File: src/rtl/seq_alu_core.sv
// Multi-cycle unsigned integer ALU: single-cycle ADD/SUB, iterative shift-add MUL
// and restoring DIV (WIDTH iterations), with valid/ready on operand and result sides.
//
// Handshake: an operand transfer happens on a rising edge where in_valid, in_ready
// and ena are all high; a result transfer happens on a rising edge where out_valid,
// out_ready and ena are all high. Once asserted, out_valid and the result/flags hold
// steady until the result transfer completes. in_ready is high only in IDLE (and
// only with ena high and rst_n released), so no operand transfer can share a cycle
// with a result transfer.
module seq_alu_core #(
    parameter int WIDTH = 8
) (
    input  logic                 clk,
    input  logic                 rst_n,
    input  logic                 ena,
    input  logic                 in_valid,
    output logic                 in_ready,
    input  logic [1:0]           op,
    input  logic [WIDTH-1:0]     a,
    input  logic [WIDTH-1:0]     b,
    output logic                 out_valid,
    input  logic                 out_ready,
    output logic [2*WIDTH-1:0]   result,
    output logic                 flag_c,
    output logic                 flag_z,
    output logic                 flag_dz,
    output logic [1:0]           dbg_state
);

    localparam int CNT_W = $clog2(WIDTH + 1);

    localparam logic [1:0] OP_ADD = 2'b00;
    localparam logic [1:0] OP_SUB = 2'b01;
    localparam logic [1:0] OP_MUL = 2'b10;
    localparam logic [1:0] OP_DIV = 2'b11;

    typedef enum logic [1:0] {
        ST_IDLE = 2'd0,
        ST_BUSY = 2'd1,
        ST_DONE = 2'd2
    } state_t;

    state_t           state_q, state_d;
    logic [CNT_W-1:0] cnt_q, cnt_d;
    logic [1:0]       op_q, op_d;
    // opnd holds the multiplicand (MUL) or the divisor (DIV) during iteration.
    logic [WIDTH-1:0] opnd_q, opnd_d;
    // {hi, lo} is the shared working register and also the visible result:
    // MUL: {partial product, remaining multiplier}; DIV: {remainder, quotient}.
    logic [WIDTH-1:0] hi_q, hi_d;
    logic [WIDTH-1:0] lo_q, lo_d;
    logic             c_q, c_d;
    logic             z_q, z_d;
    logic             dz_q, dz_d;

    logic             accept;
    logic [WIDTH:0]   add_sum;
    logic [WIDTH:0]   sub_diff;
    logic [WIDTH:0]   mul_sum;
    logic [WIDTH:0]   div_shift;
    logic [WIDTH:0]   div_trial;

    assign in_ready  = rst_n && ena && (state_q == ST_IDLE);
    assign accept    = in_valid && in_ready;
    assign out_valid = (state_q == ST_DONE);
    assign result    = {hi_q, lo_q};
    assign flag_c    = c_q;
    assign flag_z    = z_q;
    assign flag_dz   = dz_q;
    assign dbg_state = state_q;

    // Arithmetic for the accept cycle and for one MUL/DIV iteration.
    always_comb begin
        add_sum   = {1'b0, a} + {1'b0, b};
        sub_diff  = {1'b0, a} - {1'b0, b};
        mul_sum   = {1'b0, hi_q} + (lo_q[0] ? {1'b0, opnd_q} : '0);
        div_shift = {hi_q, lo_q[WIDTH-1]};
        // Partial remainder is always below 2*divisor, so bit WIDTH is a clean borrow.
        div_trial = div_shift - {1'b0, opnd_q};
    end

    // Next-state, datapath and flag updates.
    always_comb begin
        state_d = state_q;
        cnt_d   = cnt_q;
        op_d    = op_q;
        opnd_d  = opnd_q;
        hi_d    = hi_q;
        lo_d    = lo_q;
        c_d     = c_q;
        z_d     = z_q;
        dz_d    = dz_q;
        case (state_q)
            ST_IDLE: begin
                if (accept) begin
                    op_d  = op;
                    cnt_d = '0;
                    c_d   = 1'b0;
                    z_d   = 1'b0;
                    dz_d  = 1'b0;
                    case (op)
                        OP_ADD: begin
                            hi_d    = '0;
                            lo_d    = add_sum[WIDTH-1:0];
                            c_d     = add_sum[WIDTH];
                            z_d     = (add_sum[WIDTH-1:0] == '0);
                            state_d = ST_DONE;
                        end
                        OP_SUB: begin
                            hi_d    = '0;
                            lo_d    = sub_diff[WIDTH-1:0];
                            c_d     = sub_diff[WIDTH];
                            z_d     = (sub_diff[WIDTH-1:0] == '0);
                            state_d = ST_DONE;
                        end
                        OP_MUL: begin
                            hi_d    = '0;
                            lo_d    = b;
                            opnd_d  = a;
                            state_d = ST_BUSY;
                        end
                        default: begin
                            if (b == '0) begin
                                // Divide by zero: quotient saturates, remainder is the dividend.
                                hi_d    = a;
                                lo_d    = '1;
                                dz_d    = 1'b1;
                                state_d = ST_DONE;
                            end else begin
                                hi_d    = '0;
                                lo_d    = a;
                                opnd_d  = b;
                                state_d = ST_BUSY;
                            end
                        end
                    endcase
                end
            end
            ST_BUSY: begin
                if (op_q == OP_MUL) begin
                    hi_d = mul_sum[WIDTH:1];
                    lo_d = {mul_sum[0], lo_q[WIDTH-1:1]};
                end else if (!div_trial[WIDTH]) begin
                    hi_d = div_trial[WIDTH-1:0];
                    lo_d = {lo_q[WIDTH-2:0], 1'b1};
                end else begin
                    hi_d = div_shift[WIDTH-1:0];
                    lo_d = {lo_q[WIDTH-2:0], 1'b0};
                end
                cnt_d = cnt_q + CNT_W'(1);
                if (cnt_q == CNT_W'(WIDTH - 1)) begin
                    cnt_d   = '0;
                    state_d = ST_DONE;
                    c_d     = (op_q == OP_MUL) && (hi_d != '0);
                    z_d     = ({hi_d, lo_d} == '0);
                    dz_d    = 1'b0;
                end
            end
            ST_DONE: begin
                if (out_ready) begin
                    state_d = ST_IDLE;
                end
            end
            default: begin
                state_d = ST_IDLE;
            end
        endcase
    end

    // State register: synchronous active-low reset, everything frozen while ena is low.
    always_ff @(posedge clk) begin
        if (!rst_n) begin
            state_q <= ST_IDLE;
            cnt_q   <= '0;
            op_q    <= OP_ADD;
            opnd_q  <= '0;
            hi_q    <= '0;
            lo_q    <= '0;
            c_q     <= 1'b0;
            z_q     <= 1'b0;
            dz_q    <= 1'b0;
        end else if (ena) begin
            state_q <= state_d;
            cnt_q   <= cnt_d;
            op_q    <= op_d;
            opnd_q  <= opnd_d;
            hi_q    <= hi_d;
            lo_q    <= lo_d;
            c_q     <= c_d;
            z_q     <= z_d;
            dz_q    <= dz_d;
        end
    end

endmodule

File: config.mk
export PLATFORM = sky130hd
export DESIGN_NAME = seq_alu_core
export DESIGN_NICKNAME = d
export VERILOG_FILES = /design/src/rtl/seq_alu_core.sv
export SDC_FILE = /design/constraint.sdc
export NUM_CORES = 1
export LEC_CHECK = 0
export ABC_AREA = 1
export CAP_MARGIN = 20
export CORE_MARGIN = 8
export CORE_UTILIZATION = 58
export DETAILED_ROUTE_END_ITERATION = 16
export GPL_TIMING_DRIVEN = 1
export PLACE_DENSITY = 0.82
export SYNTH_ARGS = -nofsm -noshare
export SYNTH_HDL_FRONTEND = slang
export SYNTH_SLANG_ARGS = --single-unit
File: constraint.sdc
create_clock -name clk -period 2.36 [get_ports clk]
set_input_delay 0.472 -clock clk [delete_from_list [all_inputs] [get_ports clk]]
set_output_delay 0.472 -clock clk [all_outputs]
set_load 0.02 [all_outputs]
======== Yosys cells after proc, flatten, opt, wreduce, memory -nomap -nowiden ========
Cells that the tools add are included.
word-level totals
  input bits .............................. 23
  output and inout bits ................... 23
  bits in registers ....................... 35
  word-level logic and storage cells ...... 83
operators by class
  muxes and demuxes ....................... 39
  add/sub/neg operators ................... 5
  equality and inequality tests ........... 10
  reductions and logical operators ........ 19
  bitwise operators ....................... 1
operators with widths
  operator               count
  $mux W8                12
  $pmux W8 S2            3
  $logic_not A8 Y1       3
  $pmux W8 S3            1
  $add A8 B8 Y9          2
  $logic_not A16 Y1      1
  $pmux W1 S2            5
  $mux W1                9
  $sub A8 B8 Y9          1
  $sub A9 B8 Y9          1
  $mux W2                4
  $mux W4                2
  $pmux W4 S2            1
  $reduce_and A4 Y1      2
  $reduce_bool A8 Y1     1
  $eq A2 B2 Y1 const B   3
  $pmux W2 S3            1
  $reduce_and A3 Y1      2
  $reduce_and A5 Y1      1
  $add A4 B1 Y4 const B  1
  $eq A2 B1 Y1 const B   2
  $eq A4 B3 Y1 const B   1
  $logic_and A1 B1 Y1    4
  $logic_not A2 Y1       2
  7 further kinds        9

======== Logic depth before layout (Yosys ltp) ========
Gate-level depths: netlist of the first run.
  word-level depth ........................ 8
  gate-level depth with buffers ........... 19
  gate-level depth less buffers ........... 19

======== Worst setup path after synthesis of the first run ========
Ideal clock, no wire load.
  path type ............................... reg2reg
  start ................................... reg lo_q[0]
  end ..................................... reg c_q (netlist: flag_c)
  path buffers ............................ 1
  arrival ................................. 2.142 ns
  stages on the path, launching flop included .. 19
  library setup time ...................... 0.119 ns
  setup slack ............................. 0.099 ns
  clock period less this slack ............ 2.261 ns
  path through ............................ dfxtp_1 > clkbuf_1 > nand2_1 > inv_1 > ha_1 > inv_1 > fa_1 > inv_1 > nand3_1 > nand3_1 > a21oi_1 > o21ai_0 > nand2_1 > inv_1 > nand2_1 > nor2_2 > nand2_1 > nand2_1 > a21oi_1
between the ends
  cells in the longest elaborated chain, start to end .. 8
RTL lines
  what                      line  RTL
  start: declaration        51    logic [WIDTH-1:0] lo_q, lo_d;
  start signal: assignment  188   lo_q <= lo_d;
  $mux W8                   76    mul_sum = {1'b0, hi_q} + (lo_q[0] ? {1'b0, opnd_q} : '0);
  $add A8 B8 Y9             76
  $mux W8                   140   if (op_q == OP_MUL) begin
  $mux W8                   93    case (state_q)
  $reduce_bool A8 Y1        154   c_d = (op_q == OP_MUL) && (hi_d != '0);
  $logic_and A1 B1 Y1       154
  $mux W1                   151   if (cnt_q == CNT_W'(WIDTH - 1)) begin
  $pmux W1 S2               93
  end signal: assignment    179   c_q <= 1'b0;
  end signal: assignment    189   c_q <= c_d;
  end: declaration          52    logic c_q, c_d;
No other way between the ends. The select of a mux whose other input is x is not followed.
A chain may end at the register's enable or synchronous reset.

======== Final worst setup path of the first run ========
  start ................................... in b[2]
  end ..................................... reg lo_q[6]
between the ends
  cells in the longest elaborated chain, start to end .. 5
  elaborated cells between the ends (all ways) .. 7
  those cells by class .................... add/sub (2); mux (4); reduce/logical (1)
RTL lines
  what                                                   line  RTL
  start: declaration                                     20    input logic [WIDTH-1:0] b,
  branches (longest 2 deep; another with $sub A8 B8 Y9)  -
  $pmux W8 S3 *                                          101   case (op)
  $mux W8 *                                              95    if (accept) begin
  $pmux W8 S2 *                                          93
Every way passes the cells marked *. The select of a mux whose other input is x is not followed.

==> results.toml, run 1 <==
[floorplanning]
rows = 29
core_area_um2 = 6390
initial_core_util_pct = 60.5
fp.dieH_um = 97.6
fp.dieArea_um2 = 9530
dieWidth_um = 97.6
io_pins = 46

[synth]
syn_inst = 621
synthAdderAreaFrac_pct = 12.8
synth_top_family_by_area = "simple AND/OR/NAND/NOR gates"
synth_edf_count = 0
synth-compound-area-share_pct = 19.4
synth-main-ff-cell = "dfxtp_1"
ys_seq_area_share_pct = 18.1
synth.area.top_cells = "dfxtp_1 (18%), nand2_1 (15%), ha_1 (11%)"
synthMuxAreaShare_pct = 0.259
synthSimpleGateAreaFrac_pct = 34.3
ys_ff_latch = 35
yosysTopAreaCell = "dfxtp_1"
synth_top_cell_area_share_pct = 18.1
synth.distinct_cells = 47
mappedNetlistArea_um2 = 3860
synthArstFlopShare_pct = 0
avgSynthCellArea_um2 = 6.22
synth_fp_nets = 681
synth_warnings = 0
synthXorXnorAreaFrac_pct = 2.49

[run_status]
status = "completed"

[place]
gp_congestion = 1.02
dpl.hpwl_um = 10300
portBuffers = 45

[critical_path]
crit-reg2reg-launch = "lo_q[7]$_SDFFE_PN0P_"
path_class = "in2reg"
cp_num_buf_inv = 4
arrival_ns = 2.47
rr_endpoint = "flag_c$_SDFFE_PN0P_"
path_cells = "clkdlybuf4s50_1 > inv_1 > ha_1 > inv_2 > nor3_1 > nand2_1 > o211ai_1 > nand2_1 > nand2_1 > o22ai_1 > inv_1 > nand4_1 > nand2_1 > a21oi_1"
reg2reg_setup_slack_ns = 0.06
worst-path-max-fanout = 6
worst-r2r-cell-count = 18
crit_required_ns = 2.52
crit_path_end_kind = "flop"
slowest_stage = "clkdlybuf4s50_1"
cp-start-kind = "primary input"
crit_family = "buffers and inverters"
crit_path_frequent_cell = "nand2_1"
slowest_delay_ns = 0.49

[clock_tree]
htreeDepth = 2
cts_inserted_buffers = 5
clk_pin_slew_ns = 0.08
clk-insertion-delay-late_ns = 0.30
cts.sinks = 35
cts-root-buf = "clkbuf_8"
cts_tree = "yes"
clock_path_buffers = 2

[grt]
grt_pass1_vias = 4541
grt_antenna_before_repair = 0
track_usage_pct = 25.9
overflow = 0
grt_pass1_wl_um = 20800
grt_max_degree = 25

[routing]
vias = 4645
antenna_left = 0
firstDrtPassIters = 5
drt-vias-per-instance = 5.79
drc = 0
routedWlPerCell_um = 16.1
drt_iter0_drc = 428
wl_um = 12900

[timing]
rsz0062_at_grt = "yes"
fin_crit_sh_pct = 97.6
hold_viol_final = 0
max_freq_mhz = 434
holdWs_ns = 0.463
skew_ns = 0.0145
tightest_slew_ns = 0.470
setup_viol = 0
timing.slew.headroom_pct = 68.6
period_needed_ns = 2.30
drv_slew = 0

[power_and_ir_drop]
p_per_area_nw_per_um2 = 469
total_power_mw = 2.43
power.leakage_nw = 2.56
vdd_drop_max_v = 0.000441

[final_layout]
antennaDiodeCount = 0
syn_to_final_growth_pct = 34.2
drive_gt1_share_pct = 22.6
fill_cells = 479
nets = 784

[flow_run]
max_cap_viol_count = 0

[min_path]
hold_path.class = "reg2reg"
hp-start = "op_q[0]$_SDFFE_PN0P_"
whs_endpoint = "op_q[0]$_SDFFE_PN0P_"
whs_path_depth = 2
## stage by stage
step / instance area (um2) / setup slack (ns) / std cells / setup TNS, ns / utilization [%]
5_1_grt: 5180 / -0.0979 / 802 / -0.278 / 81.2
2_1_floorplan: 3860 / 0.0988 / 621 / 0 / -
3_5_place_dp: 4820 / -0.434 / 793 / -2.58 / 75.5
3_3_place_gp: 4820 / -0.424 / 793 / -1.97 / 75.5
4_1_cts: 4950 / 0.0135 / 801 / 0 / 77.5
6_report: 5180 / 0.0574 / 802 / 0 / 81.2
## report_power, final
group,internal (mW),total [mW],switching (mW)
combinational,0.493,1.24,0.745
sequential,0.618,0.650,0.0320
clock,0.314,0.545,0.230
total,1.43,2.43,1.01
## cell families after synthesis
| logic type | after synthesis |
|---|---|
| adders and majority gates | 37 |
| AOI/OAI and AO/OA | 132 |
| xor gates and xnor gates | 11 |
| muxes | 1 |
| and+or+nand+nor | 283 |
| buffers and inverters | 122 |
| DFF | 35 |
## layout make-up
cell class / instances / area, um2 / area share, %
clock buffer: 5 / 68.8 / 1.33
clock inverter: 3 / 43.8 / 0.845
inverter: 105 / 394 / 7.60
multi-input combinational: 464 / 2900 / 56.0
sequential: 35 / 707 / 13.6
tap: 77 / 96.3 / 1.86
timing repair buffer: 113 / 971 / 18.7
## sequential cells by signal, summed over array words and instances, names as in the netlist
| name | cells |
|---|---|
| dbg_state | 2 |
| flag_c | 1 |
| hi_q | 8 |
| flag_dz | 1 |
| flag_z | 1 |
| lo_q | 8 |
| cnt_q | 4 |
| opnd_q | 8 |
| op_q | 2 |
## synth_stat cells (3+ instances only)
cell and count:
nor2_2 9, o21ai_0 40, clkbuf_1 7, nor2_4 3, inv_2 6, nand4_1 13, buf_2 6, o211ai_1 3
nand2_1 159, inv_1 96, xor2_1 7, nand3b_1 3, ha_1 33, nand3_2 4, fa_1 4, a21oi_1 46
nor3_1 4, nand2_4 3, dfxtp_1 35, o22ai_1 4, a31oi_1 17, o21ai_1 9, xnor2_1 4, clkinv_1 3
nand2_2 10, nand3_1 42, nor2_1 27
## worst reg2reg max path: stages, from the launching register on
cell and delay, ns:
dfxtp_2 0.33, inv_2 0.08, ha_4 0.14, inv_2 0.04, fa_2 0.37, nand3_2 0.10, nand2_4 0.07, nand2_4 0.12
nand3_4 0.13, nand2_8 0.14, nand2_2 0.06, nand3_2 0.07, nand2_2 0.06, inv_1 0.06, nand2_1 0.06, nor2_2 0.16
nand2_1 0.08, nand2_2 0.07, a21oi_1 0.06
## routing by layer
layer  share of wire (%)  up-vias  track usage, %
met2                  50      224            46.0
met1                  40     2117            29.4
met4                 4.7        0            13.1
met3                 5.9       54            3.34
met5                   0        -               0
li1                    -     2250               -
## worst max path at each step
stage / cells past startpoint / start / end / slack, ns
finish: 14 / b[2] / lo_q[6]$_SDFFE_PN0P_ / 0.06
global route: 18 / lo_q[7]$_SDFFE_PN0P_ / flag_c$_SDFFE_PN0P_ / -0.1
global placement: 9 / a[0] / lo_q[4]$_SDFFE_PN0P_ / -0.42
floorplan: 18 / lo_q[0]$_SDFFE_PN0P_ / flag_c$_SDFFE_PN0P_ / 0.1
CTS: 9 / a[0] / lo_q[4]$_SDFFE_PN0P_ / 0.01
detailed placement: 9 / a[0] / lo_q[4]$_SDFFE_PN0P_ / -0.43
## what timing repair did
item                       4_1_cts  5_1_grt
gates resized for setup          4       56
hold buffers                     0        0
setup endpoints to repair        3       14
pin swaps                        0       17
setup buffers                    0        1
## cell usage in the layout, fill, tap and decap left out, types with 4 or more instances in the layout
cell,Yosys,routed
nand2_1,159,151
clkbuf_8,0,5
xor2_2,0,5
o21ai_0,40,38
a31oi_1,17,16
ha_4,0,4
dfxtp_1,35,30
a21oi_1,46,43
nand2_4,3,6
o21ai_1,9,11
clkdlybuf4s50_1,0,41
nand4_1,13,13
o22ai_1,4,4
xnor2_1,4,4
nor2_4,3,4
a21oi_2,2,5
buf_4,2,68
nor3_1,4,4
nand3_2,4,8
dlymetal6s2s_1,0,4
dfxtp_2,0,5
nand3_1,42,37
inv_1,96,92
inv_2,6,10
nor2_1,27,26
ha_1,33,26
nand2_2,10,14
nor2_2,9,9
Note: power is estimated with default switching activity, not from simulation.
==> inputs of run 2 (changes only) <==
--- a/config.mk
+++ b/config.mk
@@ -8,10 +8,11 @@
 export ABC_AREA = 1
 export CAP_MARGIN = 20
 export CORE_MARGIN = 8
-export CORE_UTILIZATION = 58
+export CORE_UTILIZATION = 59
+export CTS_BUF_LIST = sky130_fd_sc_hd__clkbuf_4 sky130_fd_sc_hd__clkbuf_8
 export DETAILED_ROUTE_END_ITERATION = 16
 export GPL_TIMING_DRIVEN = 1
-export PLACE_DENSITY = 0.82
+export PLACE_DENSITY = 0.84
 export SYNTH_ARGS = -nofsm -noshare
 export SYNTH_HDL_FRONTEND = slang
 export SYNTH_SLANG_ARGS = --single-unit
==> run 2 against run 1 <==
First-iteration DRC count up 11%. Clock power increased by 2%. Final cell count increased by 0.87%. Power is 3.6% higher. Sequential cell count stayed put. Highest routed layer unchanged. Wire length rose by 8.1%. Via count is 3.7% higher. Sequential share of layout area down 0.26 points. Critical path type is now reg2reg. Combinational power grew 6%. Die area is 1.4% lower. Design area grew 2.1%. Critical path depth up 4.
==> results.toml, run 2 (same netlist as run 1, synthesis figures left out) <==
[timing]
tightest_slew_ns = 0.479
hold_viol_final = 0
setup_viol = 0
fin_ws_ns = 0.00533
skew_ns = 0.00596
rsz0062_at_grt = "yes"
drv_slew = 0
tns_ns = 0
fin_crit_sh_pct = 99.8
period_needed_ns = 2.35
max_freq_mhz = 425
timing.slew.headroom_pct = 68.1

[clock_tree]
clock_path_buffers = 2
clk_pin_slew_ns = 0.08
cts-root-buf = "clkbuf_8"
cts_tree = "yes"
cts_inserted_buffers = 5
clk-insertion-delay-late_ns = 0.29
htreeDepth = 2
cts.sinks = 35
cts_hold_buf = 0

[routing]
drt_iter0_drc = 477
drc = 0
firstDrtPassIters = 6
antenna_left = 0
wl_um = 14000
drt-vias-per-instance = 5.96
vias = 4819
routedWlPerCell_um = 17.3

[grt]
met3_usage_pct = 3.77
grt_antenna_before_repair = 1
grtUsageMet1_pct = 29.8
track_usage_pct = 26.3
grt_pass1_vias = 4593
grt-busiest-layer = "met2"
grt_max_degree = 25
grt_pass1_wl_um = 21000
overflow = 0
grt_use_met2_pct = 45.2

[final_layout]
nets = 790
reg_top3 = "hi_q (8), lo_q (8), opnd_q (8)"
syn_to_final_growth_pct = 37.0
final_util_pct = 83.4
final_common_cell = "nand2_1"
layout_common_cells = "nand2_1 (148), inv_1 (90), buf_4 (74)"
drive_gt1_share_pct = 25.0
fill_cells = 440

[critical_path]
reg2reg_setup_slack_ns = 0.005
worst-r2r-cell-count = 18
rr_endpoint = "flag_c$_SDFFE_PN0P_"
worst-path-max-fanout = 7
cp-start-kind = "flop"
critPathLaunch = "lo_q[7]$_SDFFE_PN0P_"
crit-reg2reg-launch = "lo_q[7]$_SDFFE_PN0P_"
path_class = "reg2reg"
crit_path_end_kind = "flop"
crit_required_ns = 2.55
arrival_ns = 2.54
setup.worst_path.end = "flag_c$_SDFFE_PN0P_"

[place]
dpl.hpwl_um = 10300
place_worst_setup_slack_ns = -0.305
portBuffers = 45
gp_congestion = 0.976

[floorplanning]
core_area_um2 = 6350
io_pins = 46
fp.dieH_um = 96.9
dieWidth_um = 96.9
fp.dieArea_um2 = 9400
initial_core_util_pct = 60.9
rows = 29

[run_status]
status = "completed"

[power_and_ir_drop]
p_per_area_nw_per_um2 = 476
power.leakage_nw = 2.61
total_power_mw = 2.52
vdd_drop_max_v = 0.000417

[min_path]
hold_path.class = "reg2reg"

[flow_run]
max_cap_viol_count = 0
[run 2: cell types whose count changed in the layout (fill, tap and decap cells not counted), sizes merged]
cell,delta
clkdlybuf4s50,-2
dlymetal6s2s,+2
diode,+1
buf,+6
[run 2: where the power goes]
group / switching [mW] / total (mW) / internal, mW
Sequential: 0.0330 / 0.651 / 0.618
Clock: 0.242 / 0.557 / 0.315
Combinational: 0.792 / 1.31 / 0.519
[run 2: per-stage QoR]
stage | cells | hold WS, ns | instance area, um2
after floorplan | 621 | 0.429 | 3860
after global placement | 794 | 0.438 | 4830
after detailed placement | 794 | 0.457 | 4830
after CTS | 802 | 0.469 | 4950
after global routing | 809 | 0.501 | 5290
final | 809 | 0.474 | 5290
[run 2: how the worst min path moves through the flow]
stage,from,to,slack (ns),depth (start not counted)
6_report,op_q[0]$_SDFFE_PN0P_,op_q[0]$_SDFFE_PN0P_,0.47,2
5_1_grt,op_q[0]$_SDFFE_PN0P_,op_q[0]$_SDFFE_PN0P_,0.50,2
4_1_cts,op_q[0]$_SDFFE_PN0P_,op_q[0]$_SDFFE_PN0P_,0.47,2
3_5_place_dp,op_q[0]$_SDFFE_PN0P_,op_q[0]$_SDFFE_PN0P_,0.46,2
3_3_place_gp,op_q[0]$_SDFFE_PN0P_,op_q[0]$_SDFFE_PN0P_,0.44,2
2_1_floorplan,op_q[0]$_SDFFE_PN0P_,op_q[0]$_SDFFE_PN0P_,0.43,2
[run 2: routing by layer]
layer | vias to the layer above | routed length [um]
met3 | 72 | 1060
met4 | 0 | 879
met2 | 290 | 6750
met1 | 2195 | 5270
li1 | 2262 | -
met5 | - | 0
[run 2: area by class of cell]
class	count	area [um2]	area share [%]
Clock buffer	5	68.8	1.30
Timing Repair Buffer	119	1020	19.3
Sequential cell	35	708	13.4
Tap cell	77	96.3	1.82
Antenna cell	1	2.50	0.0473
Multi-Input combinational cell	464	2960	55.9
Inverter	105	394	7.45
Clock inverter	3	43.8	0.827
[run 2: critical path, cell delays in order (launching register included)]
cell,delay (ns)
dfxtp_2,0.34
inv_2,0.08
ha_4,0.13
inv_2,0.04
fa_2,0.38
nand3_4,0.09
nand2_4,0.08
nand2_4,0.10
nand2_4,0.09
nand2_8,0.10
nand2_8,0.09
nand2_1,0.07
nand3_1,0.11
nand2_1,0.12
nand2_2,0.07
nor2_4,0.11
nand2_2,0.08
nand2_2,0.09
a21oi_1,0.06
[run 2: repair_timing]
action / CTS / global route
pin swaps: 2 / 17
buffers inserted: 0 / 6
endpoints found under the setup margin: 2 / 10
gates cloned: 0 / 0
gates resized for setup: 4 / 74
==> inputs of run 3 (changes only) <==
==> config.mk (replaced) <==
export PLATFORM = sky130hd
export DESIGN_NAME = seq_alu_core
export DESIGN_NICKNAME = d
export VERILOG_FILES = /design/src/rtl/seq_alu_core.sv
export SDC_FILE = /design/constraint.sdc
export NUM_CORES = 1
export LEC_CHECK = 0
export CAP_MARGIN = 20
export CORE_UTILIZATION = 58
export CTS_BUF_LIST = sky130_fd_sc_hd__clkbuf_4 sky130_fd_sc_hd__clkbuf_8
export DETAILED_ROUTE_END_ITERATION = 16
export GPL_TIMING_DRIVEN = 1
export PLACE_DENSITY = 0.83
export SLEW_MARGIN = 10
export SYNTH_ARGS = -nofsm -noshare
export SYNTH_HDL_FRONTEND = slang
export SYNTH_SLANG_ARGS = --single-unit
==> run 3 against run 2 <==
The run now fails in global routing (5_1_grt). Area after synthesis decreased by 6.1%. Synthesized cell count decreased by 22%.
==> results.toml, run 3 <==
[synth]
avgSynthCellArea_um2 = 7.46
synth_warnings = 0
synth-main-ff-cell = "dfxtp_1"
synth_top_cell_area_share_pct = 19.3
ys_seq_area_share_pct = 19.3
syn_inst = 487
mappedNetlistArea_um2 = 3630
synth_edf_count = 0
synthArstFlopShare_pct = 0
yosysMostFrequentCell = "nand2_1"
yosysTopAreaCell = "dfxtp_1"
synth.area.top_cells = "dfxtp_1 (19%), ha_1 (11%), o21ai_0 (5.0%)"
synth_fp_nets = 547
ys_ff_latch = 35
synth_commonest_cells = "nand2_1 (42), nor2_1 (38), o21ai_0 (36)"
synth.distinct_cells = 60

[run_status]
stop_stage = "global routing (5_1_grt)"
error_line = "[ERROR GRT-0232] Routing congestion too high. Check the congestion heatmap in the GUI."
status = "did not finish"

[floorplanning]
dieWidth_um = 81.1
io_pins = 46
rows = 28
fp.dieH_um = 81.1
initial_core_util_pct = 60.6

[clock_tree]
cts-root-buf = "clkbuf_8"
cts_hold_buf = 0
cts.sinks = 35
htreeDepth = 2
cts_inserted_buffers = 5
clock_path_buffers = 2

[timing]
crit_endpoint = "flag_c$_SDFFE_PN0P_/D"
worst-ep-kind = "register data pin"

[place]
place_inst = 714
dpl.hpwl_um = 10400
gp_congestion = 0.961
portBuffers = 45
place_area_um2 = 5120

[grt]
grt_max_degree = 38
track_usage_pct = 75.3
overflow = 68
## run 3: changes by cell type after synthesis, moves of 15 or more
cell      change
inv_1        -68
clkbuf_1     +16
o211ai_1     +15
a21oi_1      -18
nand3_1      -25
nand2_1     -117
## run 3: logic make-up after synthesis
family / count (synthesis) / share of synthesized area, %
AOI/OAI and AO/OA: 173 / 32.9
and+or+nand+nor: 163 / 22.4
buffers and inverters: 55 / 5.82
adders and majority gates: 37 / 13.6
DFF: 35 / 19.3
xor gates and xnor gates: 18 / 4.34
muxes: 6 / 1.65
## run 3: through the flow
stage          TNS (ns)  worst slack, ns
3_5_place_dp     -14.97           -0.861
4_1_cts           -4.26           -0.727
3_3_place_gp     -12.89           -0.797
2_1_floorplan     -1.92           -0.601
## run 3: repair_timing
action,4_1_cts
setup endpoints to repair,27
buffers inserted,6
pin swaps,21
gates cloned,0
resized for setup,62
## run 3: routing by layer
| metal | GRT overflow | global-route usage, % |
|---|---|---|
| met5 | 0 | 8.33 |
| met4 | 30 | 85.2 |
| met3 | 0 | 55.2 |
| met2 | 38 | 95.6 |
| met1 | 0 | 72.6 |
==> inputs of run 4 (changes only) <==
--- a/config.mk
+++ b/config.mk
@@ -6,11 +6,10 @@
 export NUM_CORES = 1
 export LEC_CHECK = 0
 export CAP_MARGIN = 20
-export CORE_UTILIZATION = 58
-export CTS_BUF_LIST = sky130_fd_sc_hd__clkbuf_4 sky130_fd_sc_hd__clkbuf_8
+export CORE_UTILIZATION = 40
 export DETAILED_ROUTE_END_ITERATION = 16
 export GPL_TIMING_DRIVEN = 1
-export PLACE_DENSITY = 0.83
+export PLACE_DENSITY_LB_ADDON = 0.15
 export SLEW_MARGIN = 10
 export SYNTH_ARGS = -nofsm -noshare
 export SYNTH_HDL_FRONTEND = slang
==> run 4 against run 3 <==
The flow now finishes, with violations (setup timing). Area after synthesis unchanged. Synthesized cell count stayed put.
==> results.toml, run 4 <==
[power_and_ir_drop]
p_int_mw = 1.56
p_sw_uw = 930
p_seq_share_pct = 25.8
vdd_drop_max_v = 0.000251
p_per_area_nw_per_um2 = 433
clockPowerShare_pct = 21.3
switching_share_pct = 37.4
combPwrFrac_pct = 52.9
power.leakage_nw = 2.52
total_power_mw = 2.49

[grt]
grt_pass1_wl_um = 21500
track_usage_pct = 28.1
overflow = 0
grt_pass1_vias = 4505
grt_max_degree = 38
grt_antenna_before_repair = 0

[min_path]
hp-start = "op_q[1]$_SDFFE_PN0P_"
whs_endpoint = "op_q[1]$_SDFFE_PN0P_"
whs_path_depth = 2
hold_path.class = "reg2reg"

[routing]
routedWlPerCell_um = 17.1
drt-vias-per-instance = 5.68
drt_iter0_drc = 297
drc = 0
antenna_left = 0
wl_um = 13300
firstDrtPassIters = 5
vias = 4408

[floorplanning]
rows = 34
initial_core_util_pct = 41.4
core_area_um2 = 8760
fp.dieH_um = 97.3
dieWidth_um = 97.3
io_pins = 46
fp.dieArea_um2 = 9460

[synth]
yosysTopAreaCell = "dfxtp_1"
synth_fp_nets = 547
synthAdderAreaFrac_pct = 13.6
synth_edf_count = 0
mappedNetlistArea_um2 = 3630
synth.area.top_cells = "dfxtp_1 (19%), ha_1 (11%), o21ai_0 (5.0%)"
yosysMostFrequentCell = "nand2_1"
syn_inst = 487
avgSynthCellArea_um2 = 7.46
synthArstFlopShare_pct = 0
synth_top_family_by_area = "compound AO/OA/AOI/OAI gates"
synthMuxAreaShare_pct = 1.65
synthSimpleGateAreaFrac_pct = 22.4
ys_ff_latch = 35
synth_warnings = 0
synth-compound-area-share_pct = 32.9
ys_seq_area_share_pct = 19.3
synth-main-ff-cell = "dfxtp_1"
synthXorXnorAreaFrac_pct = 4.34
synth_top_cell_area_share_pct = 19.3
synth.distinct_cells = 60
synth_commonest_cells = "nand2_1 (42), nor2_1 (38), o21ai_0 (36)"

[final_layout]
final-seq-area_um2 = 704
reg_top3 = "hi_q (8), lo_q (8), opnd_q (8)"
final_common_cell = "buf_4"
syn_to_final_growth_pct = 58.1
fill_cells = 766
design_area_um2 = 5740
multi_input_comb_area_um2 = 3030
nets = 727
antennaDiodeCount = 0
layout_common_cells = "buf_4 (143), nand2_1 (42), nor2_1 (37)"
final_cells = 776
drive_gt1_share_pct = 34.3

[timing]
skew_ns = 0.00735
holdWs_ns = 0.489
drv_slew = 0
period_needed_ns = 3.08
fin_ws_ns = -0.721
max_freq_mhz = 325
hold_viol_final = 0
setup_viol = 11
fin_crit_sh_pct = 131
tightest_slew_ns = 0.611
rsz0062_at_grt = "yes"
timing.slew.headroom_pct = 59.3

[critical_path]
worst-r2r-cell-count = 13
worst-path-max-fanout = 7
crit_required_ns = 2.61
reg2reg_setup_slack_ns = -0.72
rr_endpoint = "flag_z$_SDFFE_PN0P_"
crit_path_end_kind = "flop"
crit-reg2reg-launch = "lo_q[7]$_SDFFE_PN0P_"
path_class = "reg2reg"
arrival_ns = 3.33
cp-start-kind = "flop"

[clock_tree]
clk_pin_slew_ns = 0.08
htreeDepth = 2
clock_path_buffers = 2
cts_hold_buf = 0
clk-insertion-delay-late_ns = 0.30
cts_tree = "yes"
cts.sinks = 35
cts-root-buf = "clkbuf_8"
cts_inserted_buffers = 5

[place]
place_area_um2 = 5250
portBuffers = 45
place_inst = 755
gp_congestion = 0.996
dpl.hpwl_um = 10200
place_worst_setup_slack_ns = -0.914

[run_status]
status = "finished with violations"
violations = "setup timing"

[flow_run]
max_cap_viol_count = 0
## run 4: cell counts after synthesis
Identical to the previous run, type by type.
## run 4: power groups by stage
stage | clock [mW] | sequential [mW] | combinational (mW)
2_1_floorplan | 0 | 0.677 | 0.580
3_3_place_gp | 0 | 0.654 | 1.13
3_5_place_dp | 0 | 0.655 | 1.14
4_1_cts | 0.539 | 0.641 | 1.24
5_1_grt | 0.564 | 0.646 | 1.41
6_report | 0.530 | 0.642 | 1.32
## run 4: metal layers
metal | global-route usage [%] | vias up | part of all wire [%]
li1 | - | 2149 | -
met1 | 33.4 | 2064 | 41
met2 | 50.4 | 152 | 51
met3 | 3.38 | 43 | 5.6
met4 | 12.3 | 0 | 3.1
met5 | 0 | - | 0
## run 4: cells by family (layout without fill, tap and decap cells)
| group | count (synthesis) | after routing |
|---|---|---|
| AND/OR/NAND/NOR | 163 | 163 |
| flip-flops | 35 | 35 |
| adder cells (fa/ha/maj) | 37 | 37 |
| XOR/XNOR | 18 | 18 |
| multiplexers | 6 | 6 |
| buffers and inverters | 55 | 236 |
| AO/OA/AOI/OAI | 173 | 173 |
## run 4: critical path: stages, from the launching register on
cell and delay, ns:
dfxtp_4 0.36, inv_4 0.06, ha_4 0.13, inv_2 0.04, fa_2 0.34, a21o_1 0.21, a221oi_4 0.28, buf_4 0.18
o31ai_4 0.08, or3_1 0.33, a31o_1 0.24, or3_4 0.35, nor4_2 0.22, o221a_1 0.20
## run 4: worst max path at each step
stage                               startpoint                   to  slack (ns)  depth (start not counted)
after floorplan           lo_q[7]$_SDFFE_PN0P_  flag_c$_SDFFE_PN0P_       -0.60                         13
after CTS                 lo_q[7]$_SDFFE_PN0P_  flag_z$_SDFFE_PN0P_       -0.66                         12
after global routing      lo_q[7]$_SDFFE_PN0P_  flag_z$_SDFFE_PN0P_       -0.84                         13
after detailed placement                  b[0]  flag_z$_SDFFE_PN0P_       -0.91                         12
after global placement                    a[0]  flag_z$_SDFFE_PN0P_       -0.86                         13
final                     lo_q[7]$_SDFFE_PN0P_  flag_z$_SDFFE_PN0P_       -0.72                         13
## run 4: what timing repair did
item                       CTS  global route
hold endpoints to repair     0             0
setup buffers               12             5
pin swaps                   25            19
gates resized for setup     77            30
setup endpoints to repair   18            19
## run 4: per-stage QoR
step           utilization [%]  setup TNS (ns)
3_5_place_dp              59.9          -11.54
2_1_floorplan                -           -1.92
5_1_grt                   65.5           -6.11
3_3_place_gp              59.9          -10.45
4_1_cts                   64.6           -4.38
6_report                  65.5           -4.87
## run 4: layout make-up
class | count | share of cell area, %
Timing Repair Buffer | 199 | 28.7
Inverter | 29 | 2.03
Clock inverter | 2 | 0.240
Sequential cell | 35 | 12.3
Tap cell | 108 | 2.35
Clock buffer | 6 | 1.63
Multi-Input combinational cell | 397 | 52.8
